<file path="config.mk">
export PLATFORM = sky130hd
export DESIGN_NAME = iicmb_wb_sequencer
export DESIGN_NICKNAME = d
export VERILOG_FILES = /design/src/rtl/iicmb_pkg.sv /design/src/rtl/iicmb_wb_sequencer_wb_master_access.sv /design/src/rtl/iicmb_wb_sequencer.sv
export SDC_FILE = /design/constraint.sdc
export NUM_CORES = 1
export LEC_CHECK = 0
export CORE_MARGIN = 4
export CORE_UTILIZATION = 52
export DETAILED_ROUTE_END_ITERATION = 16
export GPL_ROUTABILITY_DRIVEN = 0
export HOLD_SLACK_MARGIN = 0.05
export PLACE_DENSITY = 0.84
export SLEW_MARGIN = 30
export SYNTH_ARGS = -nofsm -noshare
export SYNTH_HDL_FRONTEND = slang
export SYNTH_SLANG_ARGS = --single-unit
export TNS_END_PERCENT = 10
</file>
<file path="constraint.sdc">
create_clock -name clk_i -period 2.1 [get_ports clk_i]
set_clock_uncertainty 0.05 [all_clocks]
set_input_delay 0.63 -clock clk_i [delete_from_list [all_inputs] [get_ports clk_i]]
set_output_delay 0.63 -clock clk_i [all_outputs]
set_load 0.02 [all_outputs]
</file>
<file path="src/rtl/iicmb_pkg.sv">
// Shared constants for the IICMB Wishbone sequencer.
//   - IICMB register addresses (CSR/DPR/CMDR/FSMR)
//   - CMDR command codes and CMDR status bit positions
//   - CSR value that enables the core with interrupts
//   - transaction status encoding reported on done
package iicmb_pkg;

    localparam logic [1:0] REG_CSR  = 2'd0;
    localparam logic [1:0] REG_DPR  = 2'd1;
    localparam logic [1:0] REG_CMDR = 2'd2;
    localparam logic [1:0] REG_FSMR = 2'd3;

    localparam logic [2:0] CMD_WRITE    = 3'b001;
    localparam logic [2:0] CMD_READ_ACK = 3'b010;
    localparam logic [2:0] CMD_READ_NAK = 3'b011;
    localparam logic [2:0] CMD_START    = 3'b100;
    localparam logic [2:0] CMD_STOP     = 3'b101;
    localparam logic [2:0] CMD_SET_BUS  = 3'b110;

    localparam int CMDR_DON = 7;
    localparam int CMDR_NAK = 6;
    localparam int CMDR_AL  = 5;
    localparam int CMDR_ERR = 4;

    localparam logic [7:0] CSR_ENABLE = 8'hC0;

    typedef enum logic [1:0] {
        ST_OK  = 2'b00,
        ST_NAK = 2'b01,
        ST_AL  = 2'b10,
        ST_ERR = 2'b11
    } status_t;

endpackage

</file>
<file path="src/rtl/iicmb_wb_sequencer_wb_master_access.sv">
// wb_master_access: performs one Wishbone classic access per go_i pulse.
//   go_i/we_i/adr_i/wdata_i : access request (sampled while idle)
//   busy_o                  : access in progress (cyc/stb asserted)
//   done_o                  : one-cycle pulse after the ack; rdata_o valid
//   cyc_o/stb_o/we_o/adr_o/dat_o, dat_i, ack_i : Wishbone master port
// All bus outputs are registered and drop to zero on the edge after ack,
// so the cycle carrying done_o is always a bus-idle cycle.
module wb_master_access #(
    parameter int ADDR_WIDTH = 2,
    parameter int DATA_WIDTH = 8
) (
    input  logic                  clk_i,
    input  logic                  rst_i,
    input  logic                  go_i,
    input  logic                  we_i,
    input  logic [ADDR_WIDTH-1:0] adr_i,
    input  logic [DATA_WIDTH-1:0] wdata_i,
    output logic                  busy_o,
    output logic                  done_o,
    output logic [DATA_WIDTH-1:0] rdata_o,
    output logic                  cyc_o,
    output logic                  stb_o,
    output logic                  we_o,
    output logic [ADDR_WIDTH-1:0] adr_o,
    output logic [DATA_WIDTH-1:0] dat_o,
    input  logic [DATA_WIDTH-1:0] dat_i,
    input  logic                  ack_i
);

    logic                  cyc_q, cyc_d;
    logic                  we_q, we_d;
    logic [ADDR_WIDTH-1:0] adr_q, adr_d;
    logic [DATA_WIDTH-1:0] dat_q, dat_d;
    logic                  done_q, done_d;
    logic [DATA_WIDTH-1:0] rdata_q, rdata_d;

    always_comb begin
        cyc_d   = cyc_q;
        we_d    = we_q;
        adr_d   = adr_q;
        dat_d   = dat_q;
        rdata_d = rdata_q;
        done_d  = 1'b0;
        if (cyc_q) begin
            if (ack_i) begin
                cyc_d   = 1'b0;
                we_d    = 1'b0;
                adr_d   = '0;
                dat_d   = '0;
                rdata_d = dat_i;
                done_d  = 1'b1;
            end
        end else if (go_i) begin
            cyc_d = 1'b1;
            we_d  = we_i;
            adr_d = adr_i;
            dat_d = wdata_i;
        end
    end

    always_ff @(posedge clk_i) begin
        if (!rst_i) begin
            cyc_q   <= 1'b0;
            we_q    <= 1'b0;
            adr_q   <= '0;
            dat_q   <= '0;
            done_q  <= 1'b0;
            rdata_q <= '0;
        end else begin
            cyc_q   <= cyc_d;
            we_q    <= we_d;
            adr_q   <= adr_d;
            dat_q   <= dat_d;
            done_q  <= done_d;
            rdata_q <= rdata_d;
        end
    end

    assign cyc_o   = cyc_q;
    assign stb_o   = cyc_q;
    assign we_o    = we_q;
    assign adr_o   = adr_q;
    assign dat_o   = dat_q;
    assign busy_o  = cyc_q;
    assign done_o  = done_q;
    assign rdata_o = rdata_q;

endmodule

</file>
<file path="src/rtl/iicmb_wb_sequencer.sv">
// iicmb_wb_sequencer: Wishbone master that drives an IICMB I2C controller.
// Initialises the core, then turns each request into the command chain
// START, ADDR, data bytes, STOP, waiting on irq_i after every command.
//   req_*      : transaction request (rw, 7-bit address, byte count)
//   wdata_*    : write byte stream, one byte consumed per wdata_ready_o
//   rdata_*    : read bytes, one pulse each, no backpressure
//   done_o     : end-of-transaction pulse with status_o
//   cyc/stb/we/adr/dat_o, dat_i, ack_i, irq_i : IICMB Wishbone slave side
//
// state      | meaning
// INIT_CSR   | write CSR = enable + interrupt enable
// INIT_DPR   | write DPR = bus number
// INIT_CMD   | write CMDR = Set Bus
// IDLE       | ready for a request
// START      | write CMDR = Start
// ADDR_DPR   | write DPR = {address, rw}
// ADDR_CMD   | write CMDR = Write (address byte)
// WR_GET     | wait for a write byte from the stream
// WR_DPR     | write DPR = data byte
// WR_CMD     | write CMDR = Write
// RD_CMD     | write CMDR = Read+ACK, or Read+NAK for the last byte
// RD_DPR     | read DPR, emit read byte
// STOP       | write CMDR = Stop
// CMD_WAIT   | wait for irq_i
// CMD_RD     | read CMDR (clears irq), branch on result
// DONE       | done_o pulse
module iicmb_wb_sequencer #(
    parameter int WB_ADDR_WIDTH  = 2,
    parameter int WB_DATA_WIDTH  = 8,
    parameter int I2C_ADDR_WIDTH = 7,
    parameter int BUS_ID         = 0,
    parameter int LEN_WIDTH      = 6
) (
    input  logic                      clk_i,
    input  logic                      rst_i,
    input  logic                      req_valid_i,
    output logic                      req_ready_o,
    input  logic                      req_rw_i,
    input  logic [I2C_ADDR_WIDTH-1:0] req_addr_i,
    input  logic [LEN_WIDTH-1:0]      req_len_i,
    input  logic [7:0]                wdata_i,
    input  logic                      wdata_valid_i,
    output logic                      wdata_ready_o,
    output logic [7:0]                rdata_o,
    output logic                      rdata_valid_o,
    output logic                      done_o,
    output logic [1:0]                status_o,
    output logic                      cyc_o,
    output logic                      stb_o,
    output logic                      we_o,
    output logic [WB_ADDR_WIDTH-1:0]  adr_o,
    output logic [WB_DATA_WIDTH-1:0]  dat_o,
    input  logic [WB_DATA_WIDTH-1:0]  dat_i,
    input  logic                      ack_i,
    input  logic                      irq_i
);
    import iicmb_pkg::*;

    typedef enum logic [3:0] {
        S_INIT_CSR, S_INIT_DPR, S_INIT_CMD, S_IDLE, S_START, S_ADDR_DPR,
        S_ADDR_CMD, S_WR_GET, S_WR_DPR, S_WR_CMD, S_RD_CMD, S_RD_DPR,
        S_STOP, S_CMD_WAIT, S_CMD_RD, S_DONE
    } state_t;

    // Which command CMD_WAIT/CMD_RD is completing.
    typedef enum logic [2:0] {
        PH_INIT, PH_START, PH_ADDR, PH_WR, PH_RD, PH_STOP
    } phase_t;

    state_t                    state_q, state_d;
    phase_t                    phase_q, phase_d;
    logic                      issued_q, issued_d;
    logic [LEN_WIDTH-1:0]      cnt_q, cnt_d;
    logic                      rw_q, rw_d;
    logic [I2C_ADDR_WIDTH-1:0] addr_q, addr_d;
    logic [7:0]                wbyte_q, wbyte_d;
    status_t                   st_q, st_d;
    logic [7:0]                rdata_q, rdata_d;
    logic                      rdata_valid_q, rdata_valid_d;

    logic                      acc_en, acc_go, acc_we, acc_busy, acc_done;
    logic [WB_ADDR_WIDTH-1:0]  acc_adr;
    logic [WB_DATA_WIDTH-1:0]  acc_dat, acc_rdata;
    logic [LEN_WIDTH-1:0]      cnt_dec;

    assign cnt_dec = (cnt_q != '0) ? cnt_q - LEN_WIDTH'(1) : '0;

    wb_master_access #(
        .ADDR_WIDTH (WB_ADDR_WIDTH),
        .DATA_WIDTH (WB_DATA_WIDTH)
    ) u_wb (
        .clk_i   (clk_i),
        .rst_i   (rst_i),
        .go_i    (acc_go),
        .we_i    (acc_we),
        .adr_i   (acc_adr),
        .wdata_i (acc_dat),
        .busy_o  (acc_busy),
        .done_o  (acc_done),
        .rdata_o (acc_rdata),
        .cyc_o   (cyc_o),
        .stb_o   (stb_o),
        .we_o    (we_o),
        .adr_o   (adr_o),
        .dat_o   (dat_o),
        .dat_i   (dat_i),
        .ack_i   (ack_i)
    );

    always_ff @(posedge clk_i) begin
        if (!rst_i) begin
            state_q       <= S_INIT_CSR;
            phase_q       <= PH_INIT;
            issued_q      <= 1'b0;
            cnt_q         <= '0;
            rw_q          <= 1'b0;
            addr_q        <= '0;
            wbyte_q       <= '0;
            st_q          <= ST_OK;
            rdata_q       <= '0;
            rdata_valid_q <= 1'b0;
        end else begin
            state_q       <= state_d;
            phase_q       <= phase_d;
            issued_q      <= issued_d;
            cnt_q         <= cnt_d;
            rw_q          <= rw_d;
            addr_q        <= addr_d;
            wbyte_q       <= wbyte_d;
            st_q          <= st_d;
            rdata_q       <= rdata_d;
            rdata_valid_q <= rdata_valid_d;
        end
    end

    always_comb begin
        state_d       = state_q;
        phase_d       = phase_q;
        cnt_d         = cnt_q;
        rw_d          = rw_q;
        addr_d        = addr_q;
        wbyte_d       = wbyte_q;
        st_d          = st_q;
        rdata_d       = rdata_q;
        rdata_valid_d = 1'b0;
        // One access per access-state visit; cleared when it completes.
        issued_d      = acc_go ? 1'b1 : (acc_done ? 1'b0 : issued_q);
        case (state_q)
            S_INIT_CSR: if (acc_done) state_d = S_INIT_DPR;
            S_INIT_DPR: if (acc_done) state_d = S_INIT_CMD;
            S_INIT_CMD: if (acc_done) begin phase_d = PH_INIT;  state_d = S_CMD_WAIT; end
            S_IDLE: begin
                if (req_valid_i) begin
                    rw_d    = req_rw_i;
                    addr_d  = req_addr_i;
                    cnt_d   = req_len_i;
                    st_d    = ST_OK;
                    state_d = S_START;
                end
            end
            S_START:    if (acc_done) begin phase_d = PH_START; state_d = S_CMD_WAIT; end
            S_ADDR_DPR: if (acc_done) state_d = S_ADDR_CMD;
            S_ADDR_CMD: if (acc_done) begin phase_d = PH_ADDR;  state_d = S_CMD_WAIT; end
            S_WR_GET: begin
                if (wdata_valid_i) begin
                    wbyte_d = wdata_i;
                    state_d = S_WR_DPR;
                end
            end
            S_WR_DPR:   if (acc_done) state_d = S_WR_CMD;
            S_WR_CMD:   if (acc_done) begin phase_d = PH_WR;    state_d = S_CMD_WAIT; end
            S_RD_CMD:   if (acc_done) begin phase_d = PH_RD;    state_d = S_CMD_WAIT; end
            S_RD_DPR: begin
                if (acc_done) begin
                    rdata_d       = acc_rdata[7:0];
                    rdata_valid_d = 1'b1;
                    cnt_d         = cnt_dec;
                    state_d       = (cnt_q <= LEN_WIDTH'(1)) ? S_STOP : S_RD_CMD;
                end
            end
            S_STOP:     if (acc_done) begin phase_d = PH_STOP;  state_d = S_CMD_WAIT; end
            S_CMD_WAIT: if (irq_i) state_d = S_CMD_RD;
            S_CMD_RD: begin
                if (acc_done) begin
                    if (phase_q == PH_INIT) begin
                        state_d = (acc_rdata[CMDR_DON] && !acc_rdata[CMDR_AL] &&
                                   !acc_rdata[CMDR_ERR] && !acc_rdata[CMDR_NAK])
                                  ? S_IDLE : S_INIT_CSR;
                    end else if (acc_rdata[CMDR_AL]) begin
                        // Core has already released the bus: no STOP.
                        st_d    = ST_AL;
                        state_d = S_DONE;
                    end else if (acc_rdata[CMDR_ERR]) begin
                        st_d    = ST_ERR;
                        state_d = S_DONE;
                    end else if (acc_rdata[CMDR_NAK] && phase_q != PH_STOP) begin
                        st_d    = ST_NAK;
                        state_d = S_STOP;
                    end else begin
                        case (phase_q)
                            PH_START: state_d = S_ADDR_DPR;
                            PH_ADDR: begin
                                if (cnt_q == '0) state_d = S_STOP;
                                else if (rw_q)   state_d = S_RD_CMD;
                                else             state_d = S_WR_GET;
                            end
                            PH_WR: begin
                                cnt_d   = cnt_dec;
                                state_d = (cnt_q <= LEN_WIDTH'(1)) ? S_STOP : S_WR_GET;
                            end
                            PH_RD:   state_d = S_RD_DPR;
                            default: state_d = S_DONE;
                        endcase
                    end
                end
            end
            S_DONE:  state_d = (st_q == ST_ERR) ? S_INIT_CSR : S_IDLE;
            default: state_d = S_INIT_CSR;
        endcase
    end

    always_comb begin
        acc_en  = 1'b1;
        acc_we  = 1'b1;
        acc_adr = WB_ADDR_WIDTH'(REG_CMDR);
        acc_dat = '0;
        case (state_q)
            S_INIT_CSR: begin acc_adr = WB_ADDR_WIDTH'(REG_CSR); acc_dat = WB_DATA_WIDTH'(CSR_ENABLE); end
            S_INIT_DPR: begin acc_adr = WB_ADDR_WIDTH'(REG_DPR); acc_dat = WB_DATA_WIDTH'(BUS_ID); end
            S_INIT_CMD: acc_dat = WB_DATA_WIDTH'(CMD_SET_BUS);
            S_START:    acc_dat = WB_DATA_WIDTH'(CMD_START);
            S_ADDR_DPR: begin acc_adr = WB_ADDR_WIDTH'(REG_DPR); acc_dat = WB_DATA_WIDTH'({addr_q, rw_q}); end
            S_ADDR_CMD: acc_dat = WB_DATA_WIDTH'(CMD_WRITE);
            S_WR_DPR:   begin acc_adr = WB_ADDR_WIDTH'(REG_DPR); acc_dat = WB_DATA_WIDTH'(wbyte_q); end
            S_WR_CMD:   acc_dat = WB_DATA_WIDTH'(CMD_WRITE);
            S_RD_CMD:   acc_dat = (cnt_q == LEN_WIDTH'(1)) ? WB_DATA_WIDTH'(CMD_READ_NAK)
                                                           : WB_DATA_WIDTH'(CMD_READ_ACK);
            S_RD_DPR:   begin acc_we = 1'b0; acc_adr = WB_ADDR_WIDTH'(REG_DPR); end
            S_STOP:     acc_dat = WB_DATA_WIDTH'(CMD_STOP);
            S_CMD_RD:   acc_we = 1'b0;
            default:    acc_en = 1'b0;
        endcase
        acc_go        = acc_en && !issued_q && !acc_busy;
        req_ready_o   = (state_q == S_IDLE);
        wdata_ready_o = (state_q == S_WR_GET) && wdata_valid_i;
        done_o        = (state_q == S_DONE);
        status_o      = st_q;
        rdata_o       = rdata_q;
        rdata_valid_o = rdata_valid_q;
    end

endmodule

</file>
==> summary.md <==
| Metric | Value |
|---|---|
| Run status | finished clean |
| Post-DP HPWL | 6.28 mm |
| Worst Hold Class | flop to flop |
| Io pins | 63 |
| M3 GR Usage | 0.0694 |
| Synthesized Nets | 436 |
| Die W | 86.7 microns |
| IO Port Bufs | 62 |
| Tightest slew margin relative to the limit | 0.559 |
| Ys async rst share | 0 |
| Worst hold margin | 0.407 ns |
| First-pass GRT wire length | 14.5 mm |
| CTS root buf | clkbuf_8 |
| Worst setup EP type | output pin |
| Placed Instance Area | 0.00404 sq mm |
| Buf/Inv on CP | 1 |
| Initial drt markers | 225 |
| Delay-heaviest family, CP | buffers and inverters |
| Antenna diodes | 0 |
| Final Hold Fails | 0 |
| DRC | 0 |
| Commonest cells in the synthesized netlist | dfxtp_1 (62), nand2_1 (52), a21oi_1 (42) |
| CP max stage cell | clkdlybuf4s50_1 |
| Synthesized area per cell | 8.11 sq um |
| Crit share post-route | 0.959 |
| Arr. time, crit path | 1.33 ns |
| Sequential share of the synthesized area | 0.385 |
| Number of synthesized flops with an enable pin | 0 |
| Required time of the critical path | 1.42 ns |
| Final worst path period need | 2.01 ns |
| Top cells by area, synth | dfxtp_1 (39%), a21oi_1 (6.5%), nand2_1 (6.1%) |
| RSZ-0062 raised after global routing | yes |
| Initial DRT Pass Iterations | 5 |
| Routed length per instance | 15.7 microns |
| Max-capacitance violation count | 0 |
| Post-placement cell count | 536 |
| Main flop type after synthesis | dfxtp_1 |
| Crit Path Category | flop to output pin |
| GR peak layer | met2 |
| Slew Limit Fails | 0 |
| Area grow syn2layout | 32.0% |
| Yosys reg bits | 62 |
| TritonCTS clock tree | yes |
| Cells after Synth | 397 |
| # rows | 28 |
| PD cells | 609 mW/mm^2 |
| Antenna Nets Post-Route | 0 |
| Fin Setup TNS | 0 ns |
| Number of global-route vias before repair | 3160 |
| GRT Total Usage | 0.242 |
| Critical Path Source Type | flop |
| Syn Std Cell Area | 0.00322 sq mm |
| Core Area | 0.00596 sq mm |
| Synth area leader | dfxtp_1 |
| Fillers | 460 |
| CTS Buf Count | 9 |
| Max incr delay on CP | 0.62 ns |
| Routed WL | 8.68 mm |
| H-tree Lvls | 3 |
| Largest net degree at the start of global routing | 31 |
| Yosys synthesis warning count | 0 |
| Drt via density | 5.91 |
| Share of cells above drive strength 1 | 0.142 |
| Non-Filler Instances | 554 |
| Critical path peak fanout | 2 |
| Clock sinks | 62 |
| Die footprint | 0.00752 sq mm |
| Global route overflow | 0 |
| CP Cell Sequence | clkdlybuf4s50_1 |
| FMAX | 497 MHz |
| Final setup violating endpoints | 0 |
| Clock latency on the worst-skew pair | 0.34 ns |
| Leakage | 1.67 nW |
| Met2 Resource Use GR | 0.408 |
| Initial antenna violation count | 0 |
| Vias | 3275 |
| Count leader, synth | dfxtp_1 |
| Tightest Pin Transition | 0.656 ns |
| Synth top area share | 0.385 |
| Post-synth cell types | 64 |
| Die span in y | 86.7 microns |
| Starting density of the core | 0.541 |
| NumNets Final | 513 |
| Worst VDD drop | 0.000593 V |
| Clock transition at path regs | 0.07 ns |
| Grt met1 use | 0.287 |
| CTS max path bufs | 2 |
| Final Instance Area | 0.00425 sq mm |
==> worst register-to-register path, delay by kind of cell, from the launching register on <==
kind,cells,cell delay [ns]
buffers and inverters,1,0.26
DFF,1,0.41
AOI/OAI and AO/OA,4,1.01
and+or+nand+nor,1,0.11
==> stage by stage <==
| step | worst slack (ns) | power (W) | util |
|---|---|---|---|
| after floorplan | 0.120 | 0.00141 | - |
| after detailed placement | -0.532 | 0.00157 | 0.679 |
| after global placement | -0.530 | 0.00156 | 0.679 |
| final | 0.0870 | 0.00259 | 0.714 |
| after CTS | -0.0292 | 0.00259 | 0.713 |
| after global routing | -0.0456 | 0.00268 | 0.714 |
==> flip-flops by register name (all words and copies together) (netlist names) <==
signal,flops
addr_q,7
cnt_q,6
issued_q,1
phase_q,3
rdata_o,8
rdata_valid_o,1
rw_q,1
state_q,4
status_o,2
u_wb.adr_o,2
u_wb.busy_o,1
u_wb.dat_o,8
u_wb.done_o,1
u_wb.rdata_o,8
u_wb.we_o,1
wbyte_q,8
==> cells by family after synthesis <==
kind of cell / share of synthesized area
flip-flops: 0.385
XOR/XNOR: 0.00505
AND/OR/NAND/NOR: 0.237
AO/OA/AOI/OAI: 0.239
buffers and inverters: 0.0629
adder cells (fa/ha/maj): 0.0117
multiplexers: 0.0591
==> routing by layer <==
metal	vias to the layer above	share of wire
met4	0	0.028
met2	124	0.49
li1	1575	-
met1	1550	0.42
met5	-	0
met3	26	0.063
==> power breakdown <==
| part | leakage (nW) | internal, W | switching, W |
|---|---|---|---|
| sequential | 0.502 | 0.00120 | 0.0000236 |
| combinational | 1.07 | 0.000154 | 0.000159 |
| clock | 0.0996 | 0.000551 | 0.000495 |
==> placed cells by master (no fill, tap or decap), types with 3 or more instances in the layout <==
cell type | synthesis | final
clkbuf_8 | 0 | 9
nor2_1 | 39 | 39
a32oi_1 | 4 | 4
o21ai_1 | 9 | 9
a221oi_1 | 3 | 3
o32ai_1 | 6 | 6
dfxtp_1 | 62 | 61
a22oi_1 | 4 | 4
a31oi_1 | 4 | 4
buf_4 | 3 | 31
nand2b_1 | 10 | 10
ha_1 | 3 | 3
a211oi_1 | 3 | 3
nor3_1 | 9 | 9
o21ai_0 | 9 | 9
a21oi_1 | 42 | 42
clkdlybuf4s50_1 | 0 | 56
nand3_1 | 9 | 9
inv_1 | 15 | 15
and2_1 | 3 | 3
nor2b_1 | 7 | 7
nor3_2 | 3 | 3
mux2i_1 | 19 | 19
o21a_1 | 3 | 3
nand2_1 | 52 | 52
==> path summary, 6_finish.rpt <==
path                 start            end  slack (ns)  cells after the start
max          u_wb.dat_o[2]       dat_o[2]        0.09                      1
min          u_wb.dat_o[4]  u_wb.dat_o[4]        0.41                      2
max reg2reg     state_q[2]     state_q[0]        0.15                      6
min reg2reg  u_wb.dat_o[4]  u_wb.dat_o[4]        0.41                      2
==> repair_timing <==
action / in CTS / in global routing
setup endpoints to repair: 5 / 7
hold buffers: 0 / 0
resized for setup: 11 / 6
setup buffers: 2 / 0
gates cloned: 0 / 0
==> area by class of cell <==
type	instances	area (sq um)	area share
well taps	75	93.8	0.0221
clock buffers	9	124	0.0291
repair buffers	95	876	0.206
multi-input cells	289	1780	0.418
inverters	17	63.8	0.0150
clock inverters	7	73.8	0.0174
flip-flops and latches	62	1240	0.292
No activity file was read; power rests on OpenSTA's default activity.
